==> src/rtl/d_wbuf_pkg.sv <==
// rtl/d_wbuf_pkg.sv - shared constants, FSM encoding and helpers for d_write_buffer
package d_wbuf_pkg;

  localparam int D_DEPTH = 4;
  localparam int D_AW    = 32;
  localparam int D_DW    = 32;

  localparam logic [1:0] ST_IDLE  = 2'd0;
  localparam logic [1:0] ST_WRITE = 2'd1;
  localparam logic [1:0] ST_READ  = 2'd2;

  function automatic int clog2(input int v);
    int r;
    r = 0;
    while ((1 << r) < v) r++;
    return r;
  endfunction

endpackage

==> src/rtl/d_write_buffer_if.sv <==
// rtl/d_write_buffer_if.sv - cache-side and memory-side signal bundle for d_write_buffer
interface d_write_buffer_if #(
  parameter int AW = 32,
  parameter int DW = 32
);
  logic [AW-1:0] c_a;
  logic [DW-1:0] c_din;
  logic [DW-1:0] c_dout;
  logic          c_strobe;
  logic          c_rw;
  logic          c_ready;
  logic [AW-1:0] mem_a;
  logic [DW-1:0] mem_din;
  logic [DW-1:0] mem_dout;
  logic          mem_strobe;
  logic          mem_rw;
  logic          mem_ready;
  logic          wb_empty;

  modport slave (
    input  c_a, c_din, c_strobe, c_rw, mem_dout, mem_ready,
    output c_dout, c_ready, mem_a, mem_din, mem_strobe, mem_rw, wb_empty
  );

  modport master (
    output c_a, c_din, c_strobe, c_rw, mem_dout, mem_ready,
    input  c_dout, c_ready, mem_a, mem_din, mem_strobe, mem_rw, wb_empty
  );
endinterface

==> src/rtl/wbuf_fifo.sv <==
// rtl/wbuf_fifo.sv - circular {addr,data} store with youngest-match lookup (WBUF_FWD_EN)
module wbuf_fifo
  import d_wbuf_pkg::*;
#(
  parameter int DEPTH = D_DEPTH,
  parameter int AW    = D_AW,
  parameter int DW    = D_DW
) (
  input  logic          clk,
  input  logic          clr,
  input  logic          push,
  input  logic [AW-1:0] push_addr,
  input  logic [DW-1:0] push_data,
  input  logic          pop,
  output logic [AW-1:0] head_addr,
  output logic [DW-1:0] head_data,
`ifdef WBUF_FWD_EN
  input  logic [AW-1:0] look_addr,
  output logic          hit,
  output logic [DW-1:0] hit_data,
`endif
  output logic          full,
  output logic          empty
);
  localparam int PW = clog2(DEPTH);
  localparam logic [PW:0] CNT_FULL = (PW+1)'(DEPTH);

  logic [AW-1:0] addr_q [DEPTH];
  logic [DW-1:0] data_q [DEPTH];
  logic [PW-1:0] head;
  logic [PW-1:0] tail;
  logic [PW:0]   count;

  assign full      = (count == CNT_FULL);
  assign empty     = (count == '0);
  assign head_addr = addr_q[head];
  assign head_data = data_q[head];

  always_ff @(posedge clk) begin
    if (push) begin
      addr_q[tail] <= push_addr;
      data_q[tail] <= push_data;
    end
  end

  always_ff @(posedge clk) begin
    if (clr) begin
      head  <= '0;
      tail  <= '0;
      count <= '0;
    end else begin
      if (push) tail <= tail + 1'b1;
      if (pop)  head <= head + 1'b1;
      if (push && !pop)      count <= count + 1'b1;
      else if (pop && !push) count <= count - 1'b1;
    end
  end

`ifdef WBUF_FWD_EN
  logic [PW-1:0] scan_idx;

  // Scan oldest to youngest so the last match wins; the head stays visible while draining.
  always_comb begin
    hit      = 1'b0;
    hit_data = '0;
    scan_idx = head;
    for (int i = 0; i < DEPTH; i++) begin
      scan_idx = head + PW'(i);
      if (((PW+1)'(i) < count) && (addr_q[scan_idx] == look_addr)) begin
        hit      = 1'b1;
        hit_data = data_q[scan_idx];
      end
    end
  end
`endif

endmodule

==> src/rtl/d_write_buffer.sv <==
// rtl/d_write_buffer.sv - posted-write buffer with read arbitration; forwarding under WBUF_FWD_EN
module d_write_buffer
  import d_wbuf_pkg::*;
#(
  parameter int DEPTH = D_DEPTH,
  parameter int AW    = D_AW,
  parameter int DW    = D_DW
) (
  input  logic              clk,
  input  logic              clr,
  d_write_buffer_if.slave   bus
);
  logic          push, pop, full, empty;
  logic          is_rd, fwd_ok, rd_done, rd_miss;
  logic [AW-1:0] head_addr, rd_addr;
  logic [DW-1:0] head_data, hit_data;
  logic [1:0]    state, state_n;

  assign is_rd = bus.c_strobe & ~bus.c_rw;
  assign push  = bus.c_strobe & bus.c_rw & ~full;
  assign pop   = (state == ST_WRITE) & bus.mem_ready;

`ifdef WBUF_FWD_EN
  logic hit;
  assign fwd_ok  = is_rd & hit;
  assign rd_miss = is_rd & ~hit;
`else
  // Without forwarding a read must never overtake buffered writes.
  assign hit_data = '0;
  assign fwd_ok   = 1'b0;
  assign rd_miss  = is_rd & empty;
`endif

  wbuf_fifo #(.DEPTH(DEPTH), .AW(AW), .DW(DW)) u_fifo (
    .clk       (clk),
    .clr       (clr),
    .push      (push),
    .push_addr (bus.c_a),
    .push_data (bus.c_din),
    .pop       (pop),
    .head_addr (head_addr),
    .head_data (head_data),
`ifdef WBUF_FWD_EN
    .look_addr (bus.c_a),
    .hit       (hit),
    .hit_data  (hit_data),
`endif
    .full      (full),
    .empty     (empty)
  );

  // A write landing in IDLE starts its drain on the next cycle.
  always_comb begin
    state_n = state;
    case (state)
      ST_IDLE: begin
        if (rd_miss)             state_n = ST_READ;
        else if (!empty || push) state_n = ST_WRITE;
      end
      ST_WRITE: if (bus.mem_ready) state_n = ST_IDLE;
      ST_READ:  if (bus.mem_ready) state_n = ST_IDLE;
      default:  state_n = ST_IDLE;
    endcase
  end

  always_ff @(posedge clk) begin
    if (clr) begin
      state   <= ST_IDLE;
      rd_addr <= '0;
    end else begin
      state <= state_n;
      if ((state == ST_IDLE) && rd_miss) rd_addr <= bus.c_a;
    end
  end

  assign rd_done     = is_rd & (state == ST_READ) & bus.mem_ready;
  assign bus.c_ready = push | fwd_ok | rd_done;
  assign bus.c_dout  = fwd_ok ? hit_data : (rd_done ? bus.mem_dout : '0);

  assign bus.mem_strobe = (state == ST_WRITE) || (state == ST_READ);
  assign bus.mem_rw     = (state == ST_WRITE);
  assign bus.mem_a      = (state == ST_READ)  ? rd_addr :
                          (state == ST_WRITE) ? head_addr : '0;
  assign bus.mem_din    = (state == ST_WRITE) ? head_data : '0;
  assign bus.wb_empty   = empty && (state == ST_IDLE);

endmodule

==> src/flat_wrapper.sv <==
// flat-port wrapper written by rule: the top's interface ports become plain ports
module d_write_buffer_flat import d_wbuf_pkg::*;
#(
  parameter int DEPTH = D_DEPTH,
  parameter int AW    = D_AW,
  parameter int DW    = D_DW
)
  (clk, clr, bus_c_a, bus_c_din, bus_c_strobe, bus_c_rw, bus_mem_dout, bus_mem_ready, bus_c_dout, bus_c_ready, bus_mem_a, bus_mem_din, bus_mem_strobe, bus_mem_rw, bus_wb_empty);
  d_write_buffer_if #(.AW(AW), .DW(DW)) bus_i ();
  input  logic clk;
  input  logic clr;
  input wire logic [$bits(bus_i.c_a)-1:0] bus_c_a;
  input wire logic [$bits(bus_i.c_din)-1:0] bus_c_din;
  input wire logic [$bits(bus_i.c_strobe)-1:0] bus_c_strobe;
  input wire logic [$bits(bus_i.c_rw)-1:0] bus_c_rw;
  input wire logic [$bits(bus_i.mem_dout)-1:0] bus_mem_dout;
  input wire logic [$bits(bus_i.mem_ready)-1:0] bus_mem_ready;
  output wire logic [$bits(bus_i.c_dout)-1:0] bus_c_dout;
  output wire logic [$bits(bus_i.c_ready)-1:0] bus_c_ready;
  output wire logic [$bits(bus_i.mem_a)-1:0] bus_mem_a;
  output wire logic [$bits(bus_i.mem_din)-1:0] bus_mem_din;
  output wire logic [$bits(bus_i.mem_strobe)-1:0] bus_mem_strobe;
  output wire logic [$bits(bus_i.mem_rw)-1:0] bus_mem_rw;
  output wire logic [$bits(bus_i.wb_empty)-1:0] bus_wb_empty;
  assign bus_i.c_a = bus_c_a;
  assign bus_i.c_din = bus_c_din;
  assign bus_i.c_strobe = bus_c_strobe;
  assign bus_i.c_rw = bus_c_rw;
  assign bus_i.mem_dout = bus_mem_dout;
  assign bus_i.mem_ready = bus_mem_ready;
  assign bus_c_dout = bus_i.c_dout;
  assign bus_c_ready = bus_i.c_ready;
  assign bus_mem_a = bus_i.mem_a;
  assign bus_mem_din = bus_i.mem_din;
  assign bus_mem_strobe = bus_i.mem_strobe;
  assign bus_mem_rw = bus_i.mem_rw;
  assign bus_wb_empty = bus_i.wb_empty;
  d_write_buffer #(.DEPTH(DEPTH), .AW(AW), .DW(DW)) u_core (.clk(clk), .clr(clr), .bus(bus_i));
endmodule
==> config.mk <==
export PLATFORM = sky130hd
export DESIGN_NAME = d_write_buffer_flat
export DESIGN_NICKNAME = d
export VERILOG_FILES = /design/src/rtl/d_wbuf_pkg.sv /design/src/rtl/d_write_buffer_if.sv /design/src/rtl/wbuf_fifo.sv /design/src/rtl/d_write_buffer.sv /design/src/flat_wrapper.sv
export SDC_FILE = /design/constraint.sdc
export NUM_CORES = 1
export LEC_CHECK = 0
export ABC_AREA = 0
export CORE_MARGIN = 8
export CORE_UTILIZATION = 57
export DETAILED_ROUTE_END_ITERATION = 16
export GPL_TIMING_DRIVEN = 0
export MAX_ROUTING_LAYER = met4
export PLACE_DENSITY = 0.85
export SKIP_CTS_REPAIR_TIMING = 1
export SYNTH_ARGS = -nofsm -noshare
export SYNTH_HDL_FRONTEND = slang
export SYNTH_SLANG_ARGS = --single-unit
==> constraint.sdc <==
create_clock -name clk -period 5.05 [get_ports clk]
set_input_delay 1.01 -clock clk [delete_from_list [all_inputs] [get_ports clk]]
set_output_delay 1.01 -clock clk [all_outputs]
set_load 0.01 [all_outputs]
Word level (Yosys, flattened, before mapping)
Memories as Yosys holds them, arrays and structs flattened. A register that Yosys moved wholly into a read port is not among the register bits. Index checks and enable logic that the tools add are counted. W data, S select, Z words.

Memories: 2. Bits in registers: 41. Output and inout bits: 100. Word-level logic and storage cells: 56. Input bits: 101. RAM bits: 256.

Reductions and logical operators: 14. Add/sub/neg operators: 4. Bitwise operators: 10. Eq/ne operators: 5. Multiplexer cells: 16.

Memories: u_core.u_fifo.addr_q (depth 4, width 32, read ports 1, clocked after memory_dff 1, wr ports 1, RTL line wbuf_fifo.sv:28) `logic [AW-1:0] addr_q [DEPTH];`; u_core.u_fifo.data_q (depth 4, width 32, read ports 1, clocked after memory_dff 1, wr ports 1, RTL line wbuf_fifo.sv:29) `logic [DW-1:0] data_q [DEPTH];`.

Operators by type and width (count): $mux W32 (4); $mux W2 (7); $and A1 B1 Y1 (7); $mux W3 (2); $add A2 B1 Y2 const B (2); $logic_and A1 B1 Y1 (4); $pmux W2 S2 (1); $add A3 B1 Y3 const B (1); $eq A3 B3 Y1 const B (1); $logic_not A1 Y1 (3); $logic_not A3 Y1 (1); $ne A3 B1 Y1 const B (1); $sub A3 B1 Y3 const B (1); $eq A2 B1 Y1 const B (1); $eq A2 B2 Y1 const B (1); $logic_not A2 Y1 (1); $logic_or A1 B1 Y1 (2); $mux W1 (2); $ne A2 B1 Y1 const B (1); $not A1 Y1 (2); $reduce_and A2 Y1 (1); $reduce_bool A2 Y1 (1); $reduce_or A2 Y1 (1); $or A1 B1 Y1 (1).

Logic depth before layout (Yosys ltp)
Word-level depth: 7. Depth in mapped cells: 9. Gate-level depth less buffers: 9.

Hierarchy
From an unflattened synthesis, not the netlist that was laid out.

Cell total of the unflattened synthesis: 719. Area, all modules: 11995.3 um2.

Modules (own cells, without submodules): wbuf_fifo (cells each 378, seq. area each 7867.5 um2, times used 1, area an instance 9739.3 um2); d_write_buffer (cells each 341, seq. area each 680.7 um2, times used 1, area an instance 2255.9 um2).

Least setup slack after synthesis
Ideal clock, no wire load.

Path type: input-to-reg. From: in bus_c_strobe. To: mem u_core.u_fifo.addr_q[0][0], enable pin. Arrival time: 2849 ps. Slack: 1772 ps. Data required time: 4621 ps. Setup time: 429 ps. Buffers on the path: 0. Stages: 3. Path through: nand2_1 a21oi_2 and2_1.

Longest elaborated chain between the ends: 4.

RTL lines: from (decl) (RTL line flat_wrapper.sv:14) `input wire logic [$bits(bus_i.c_strobe)-1:0] bus_c_strobe;`; $and A1 B1 Y1 (2 in a row) (RTL line d_write_buffer.sv:20) `assign push = bus.c_strobe & bus.c_rw & ~full;`; net u_core.push (RTL line d_write_buffer.sv:13) `logic push, pop, full, empty;`; $mux W1 (RTL line wbuf_fifo.sv:40) `if (push) begin`; $mux W1 (implied by the code) (RTL line wbuf_fifo.sv:41) `addr_q[tail] <= push_addr;`; to (decl) (RTL line wbuf_fifo.sv:28).

The timed path passes the listed nets, and every way through them passes these cells.

Worst setup path after layout
From: in bus_c_strobe. To: out bus_c_dout[16].

Longest elaborated chain between the ends: 4.

RTL lines: $and A1 B1 Y1 (RTL line d_write_buffer.sv:19) `assign is_rd = bus.c_strobe & ~bus.c_rw;`; $and A1 B1 Y1 (2 in a row) (RTL line d_write_buffer.sv:76) `assign rd_done = is_rd & (state == ST_READ) & bus.mem_ready;`; $mux W32 (RTL line d_write_buffer.sv:78) `assign bus.c_dout = fwd_ok ? hit_data : (rd_done ? bus.mem_dout : '0);`; to (decl) (RTL line flat_wrapper.sv:18) `output wire logic [$bits(bus_i.c_dout)-1:0] bus_c_dout;`.

No other way between the ends.

==> impl_metrics.env <==
export IMPL_postSynthRegisterBits=299
export IMPL_cts_tree="built"
export IMPL_nets=996
export IMPL_holdPathStages=2
export IMPL_drive_gt1_share_pct=13.8
export IMPL_worstSetupPathType="input port to primary output"
export IMPL_syn_nets=762
export IMPL_tightest_slew_ns=0.637
export IMPL_register_area_um2=8550
export IMPL_drv_slew=0
export IMPL_relSlewSlack_pct=57.5
export IMPL_vias=6684
export IMPL_clk_pin_slew_ns=0.06
export IMPL_gr_usage_all_layers_pct=20.6
export IMPL_grt_pass1_vias=7139
export IMPL_r2r_end="u_core.u_fifo.count[2]$_SDFFE_PP0P_"
export IMPL_antenna_found_initial=1
export IMPL_post_synth_inst_count=652
export IMPL_grt_overflow_total=0
export IMPL_yosysWarnings=0
export IMPL_numClockSinks=299
export IMPL_fin_worst_skew_ns=0.0247
export IMPL_final_util_pct=74.2
export IMPL_worstReg2RegStart="u_core.u_fifo.count[0]$_SDFFE_PP0P_"
export IMPL_drtAntennaViolNets=0
export IMPL_status="complete, no violations"
export IMPL_fin_crit_sh_pct=82.9
export IMPL_synth_edf_count=256
export IMPL_drt_first_pass_iters=5
export IMPL_setup_viol=0
export IMPL_critical_path_peak_fanout=10
export IMPL_placed_area_um2=14600
export IMPL_p_per_area_nw_per_um2=417
export IMPL_core_area_um2=21000
export IMPL_worstPathRequired_ns=4.04
export IMPL_min_delay_start="u_core.rd_addr[21]$_SDFFE_PP0P_"
export IMPL_synth_cell_types=34
export IMPL_io_buffers=199
export IMPL_synth_seq_area_share_pct=70.4
export IMPL_reg2reg_depth=8
export IMPL_die_w_um=162
export IMPL_htreeDepth=1
export IMPL_ioPinCount=201
export IMPL_dp_final_hpwl_um=17900
export IMPL_timing_final_crit_period_ns=4.18
export IMPL_holdPathEnd="u_core.rd_addr[21]$_SDFFE_PP0P_"
export IMPL_dominantRegCellSynth="edfxtp_1"
export IMPL_die_y_um=162
export IMPL_netlist_area_um2=12100
export IMPL_drt_iter0_markers=375
export IMPL_critical_path_endpoint_type="primary output"
export IMPL_leakage_nw=5.15
export IMPL_wl_um=27000
export IMPL_hp_class="flip-flop to flip-flop"
export IMPL_syn_avg_cell_area_um2=18.6
export IMPL_routabilityCongestion=0.796
export IMPL_drc=0
export IMPL_vias_per_cell=5.65
export IMPL_rsz0062_at_grt="false"
export IMPL_r2r_setup_slack_ns=2.68
export IMPL_maxCapViolations=0
export IMPL_die_area_um2=26200
export IMPL_numCtsBuffers=29
export IMPL_start_util_pct=57.9
export IMPL_ir_drop_mv=0.363
export IMPL_grt_first_pass_wirelength_um=40400
export IMPL_arrival_ns=3.17
export IMPL_start_kind="input port"
export IMPL_fmax_mhz=239
export IMPL_fill_cells=1257
export IMPL_clockBufferDepth=3
export IMPL_multi_input_area_um2=3310
export IMPL_rows=53
export IMPL_hold_viol_final=0
export IMPL_design_area_um2=15500
export IMPL_synthArstFlopShare_pct=0
export IMPL_grt_max_degree=47
export IMPL_synthToLayoutAreaGrowth_pct=28.0
export IMPL_insertion_delay_ns=0.55
export IMPL_root_buffer="clkbuf_16"
export IMPL_post_drt_wl_per_cell_um=22.8
[cell usage in the layout (no fill, tap or decap), types with 10 or more instances in the layout]
cell type        synthesis  layout
a22o_1                  32      32
and2_1                  68      64
buf_2                   10      10
clkbuf_1                20      28
clkbuf_16                0      29
clkdlybuf4s50_1          0     199
dfxtp_1                 43      43
edfxtp_1               256     256
mux2i_1                 35      35
mux4_1                  16      16
mux4_2                  48      48
nand2b_1                67      67
[routing by layer]
metal	vias to the layer above	wire, um	global-route usage [%]
met2	265	13500	34.8
met1	3360	10800	24.7
li1	3016	-	-
met3	43	2160	5.19
met5	-	0	-
met4	0	511	4.97
[critical path, cell delays in order]
cell and delay, ns:
clkdlybuf4s50_1 0.52, nor2b_1 0.28, and3_1 0.29, clkbuf_1 0.27
and2_1 0.24, clkdlybuf4s50_1 0.56
[cell families after synthesis]
kind of cell	count (synthesis)	share of synthesized area (%)
DFF	299	70.4
and+or+nand+nor	157	7.88
xor gates and xnor gates	4	0.288
muxes	100	15.3
AOI/OAI and AO/OA	38	2.65
buffers and inverters	45	2.45
adders and majority gates	9	0.989
[sequential cells by signal, summed over array words and instances (netlist names), named ones only]
signal                flops
u_core.u_fifo.addr_q    128
u_core.u_fifo.tail        2
u_core.u_fifo.count       3
u_core.rd_addr           32
u_core.state              2
u_core.u_fifo.head        2
u_core.u_fifo.data_q    128
[synth_stat cells, drive strengths merged, types with 4 or more instances]
| cell type | n | area, um^2 |
|---|---|---|
| edfxtp | 256 | 7690 |
| dfxtp | 43 | 861 |
| mux2i | 35 | 350 |
| a22o | 32 | 280 |
| clkbuf | 20 | 75.1 |
| buf | 20 | 204 |
| nor2 | 8 | 30.0 |
| ha | 8 | 100 |
| inv | 5 | 18.8 |
| xor2 | 4 | 35.0 |
| mux4 | 64 | 1500 |
| nand2b | 67 | 419 |
| and2 | 68 | 425 |
[worst max-delay path by stage]
stage            startpoint                                    to  slack, ns  cells after the start
3_5_place_dp   bus_c_strobe                        bus_c_dout[16]       0.85                      6
6_report       bus_c_strobe                        bus_c_dout[16]       0.87                      6
3_3_place_gp   bus_c_strobe  u_core.u_fifo.data_q[0][6]$_DFFE_PP_      -0.06                      4
2_1_floorplan  bus_c_strobe  u_core.u_fifo.addr_q[0][0]$_DFFE_PP_       1.77                      3
5_1_grt        bus_c_strobe                        bus_c_dout[14]       0.76                      6
4_1_cts        bus_c_strobe                        bus_c_dout[16]       0.84                      6
[stage by stage]
stage	setup WS, ns	instances	setup TNS (ns)	hold slack [ns]	total power [mW]
5_1_grt	0.760	1184	0	0.493	6.73
3_3_place_gp	-0.0641	1126	-6.61	0.459	4.39
3_5_place_dp	0.848	1130	0	0.465	4.43
2_1_floorplan	1.77	652	0	0.449	3.77
4_1_cts	0.844	1183	0	0.475	6.55
6_report	0.866	1184	0	0.473	6.48
[where the power goes]
part | leakage [nW] | switching [mW] | total (mW) | internal, mW
registers | 2.67 | 0.0664 | 2.90 | 2.84
logic | 2.02 | 0.673 | 1.46 | 0.785
clock network | 0.463 | 0.875 | 2.12 | 1.25
[final cells by class]
type / count / area share (%)
Clock buffer: 43 / 5.39
Timing Repair Buffer: 203 / 13.5
Sequential cell: 299 / 55.0
Antenna cell: 1 / 0.0161
Buffer: 40 / 1.79
Tap cell: 275 / 2.21
Clock inverter: 10 / 0.700
Inverter: 5 / 0.121
Multi-Input combinational cell: 308 / 21.3
Note: power is estimated with default switching activity, not from simulation.
==> variant (same flow settings) <==
`D_DEPTH`: 4 -> 2.
--- a/src/rtl/d_wbuf_pkg.sv
+++ b/src/rtl/d_wbuf_pkg.sv
@@ -1,7 +1,7 @@
 // rtl/d_wbuf_pkg.sv - shared constants, FSM encoding and helpers for d_write_buffer
 package d_wbuf_pkg;
 
-  localparam int D_DEPTH = 4;
+  localparam int D_DEPTH = 2;
   localparam int D_AW    = 32;
   localparam int D_DW    = 32;
 
Behaviour: not the same (Yosys sat finds a counterexample within 4 cycles, from zero or initial values).
==> variant against the unedited design <==
Sequential cell count down 132; sequential power decreased by 43%; power is 35% lower; area after synthesis shrank 42%; worst setup slack lost 0.029 ns; largest power group unchanged; clock power down 44%; routed wire length fell by 31%; synthesized cell count decreased by 18%; first-iteration DRC count up 16%; hold slack improved by 0.012 ns; design area is 37% lower.
==> variant: results (changes against the unedited design) <==
- Num CTS Buffers: 17 (-41%)
- First-pass GRT wire length: 27900 um (-31%)
- Post-Route M1 WL: 7420 um (-31%)
- Commonest cells post-synth: edfxtp_1 (128), mux2i_1 (64), dfxtp_1 (39)
- Layout net count: 862 (-13%)
- Outcome: complete, no violations
- Synth Area in Compound Gates: 9.17% (+6.5 points)
- Metal3 WL: 1440 um (-33%)
- Initial DRC count: 436 (+16%)
- FF-to-FF path depth: 4 (-4)
- GR met2 Demand/Resource: 38.5% (+3.8 points)
- Met1 GRT Util: 27.5% (+2.8 points)
- GPL Wtd Cong: 0.842 (+5.8%)
- P_sw: 1.26 mW (-22%)
- Final Skew: 0.00813 ns (-0.0166 ns)
- Non-filler cells, final: 938 (-21%)
- WL met2: 9440 um (-30%)
- CP arrival: 3.20 ns (+0.03 ns)
- Hold Worst Slack: 0.486 ns (+0.0124 ns)
- GRT Util Overall: 23.2% (+2.5 points)
- Top Registers: u_core.u_fifo.addr_q (64), u_core.u_fifo.data_q (64), u_core.rd_addr (32)
- Post-Synth XOR/XNOR Area: 0.372% (+0.084 points)
- Fillers: 686 (-45%)
- Hold Crit Start: u_core.state[1]$_SDFFE_PP0P_
- Vias in the first global route: 5162 (-28%)
- Hold EP: u_core.state[1]$_SDFFE_PP0P_
- Slowest Stage Delay on Critical Path: 0.58 ns (+0.02 ns)
- VDD IR max: 0.322 mV (-11%)
- Bufs on Longest Clock Path: 2 (-1)
- Mux contribution to synthesized area: 9.08% (-6.3 points)
- Register area share after synthesis: 65.5% (-4.9 points)
- DP Wirelength: 13000 um (-27%)
- Area contributors post-synth: edfxtp_1 (54%), dfxtp_1 (11%), mux2i_1 (9.1%), a31o_1 (3.6%), nor2b_1 (3.1%)
- FF-to-FF setup slack: 3.03 ns (+0.35 ns)
- Grt met3 use: 5.57% (+0.39 points)
- Post-synth EDFFs: 128 (-50%)
- Fraction of layout cells with a size suffix above 1: 7.14% (-6.6 points)
- Via Count: 5088 (-24%)
- Initial antenna violation count: 0 (-1)
[variant: power by group through the flow]
stage	registers, mW	logic, mW	clock network (mW)
2_1_floorplan	1.67	0.706	0
3_3_place_gp	1.68	1.32	0
3_5_place_dp	1.68	1.35	0
4_1_cts	1.65	1.37	1.19
5_1_grt	1.66	1.45	1.26
6_report	1.65	1.36	1.19
[variant: per-stage QoR]
step	TNS, ns	utilization [%]	total power, mW	instance area (um2)	setup WS [ns]
2_1_floorplan	0	-	2.38	7060	0.498
3_3_place_gp	-107.30	76.8	3.00	9260	-1.68
3_5_place_dp	0	77.2	3.04	9310	0.855
4_1_cts	0	81.7	4.21	9850	0.828
5_1_grt	0	81.7	4.37	9850	0.671
6_report	0	81.7	4.20	9850	0.837
[variant: worst min-delay path: stages, from the launching register on]
cell and delay [ns]:
dfxtp_1 0.32, nand2_1 0.06, o2bb2ai_1 0.06
[variant: final cells by class]
type,instances,share of cell area [%]
plain buffers,39,1.92
clock buffers,18,4.36
clock inverters,14,1.13
inverters,6,0.254
multi-input cells,325,22.6
flip-flops and latches,167,47.0
well taps,168,2.13
repair buffers,201,20.6
[variant: worst max-delay path by stage]
stage | startpoint | end | slack, ns | cells past startpoint
after floorplan | bus_c_rw | u_core.u_fifo.addr_q[1][0]$_DFFE_PP_ | 0.50 | 3
after CTS | bus_c_strobe | bus_c_dout[30] | 0.83 | 7
after global routing | bus_c_strobe | bus_c_dout[6] | 0.67 | 7
after global placement | bus_c_strobe | u_core.u_fifo.addr_q[1][12]$_DFFE_PP_ | -1.68 | 4
after detailed placement | bus_c_strobe | bus_c_dout[6] | 0.85 | 7
final | bus_c_strobe | bus_c_dout[30] | 0.84 | 7
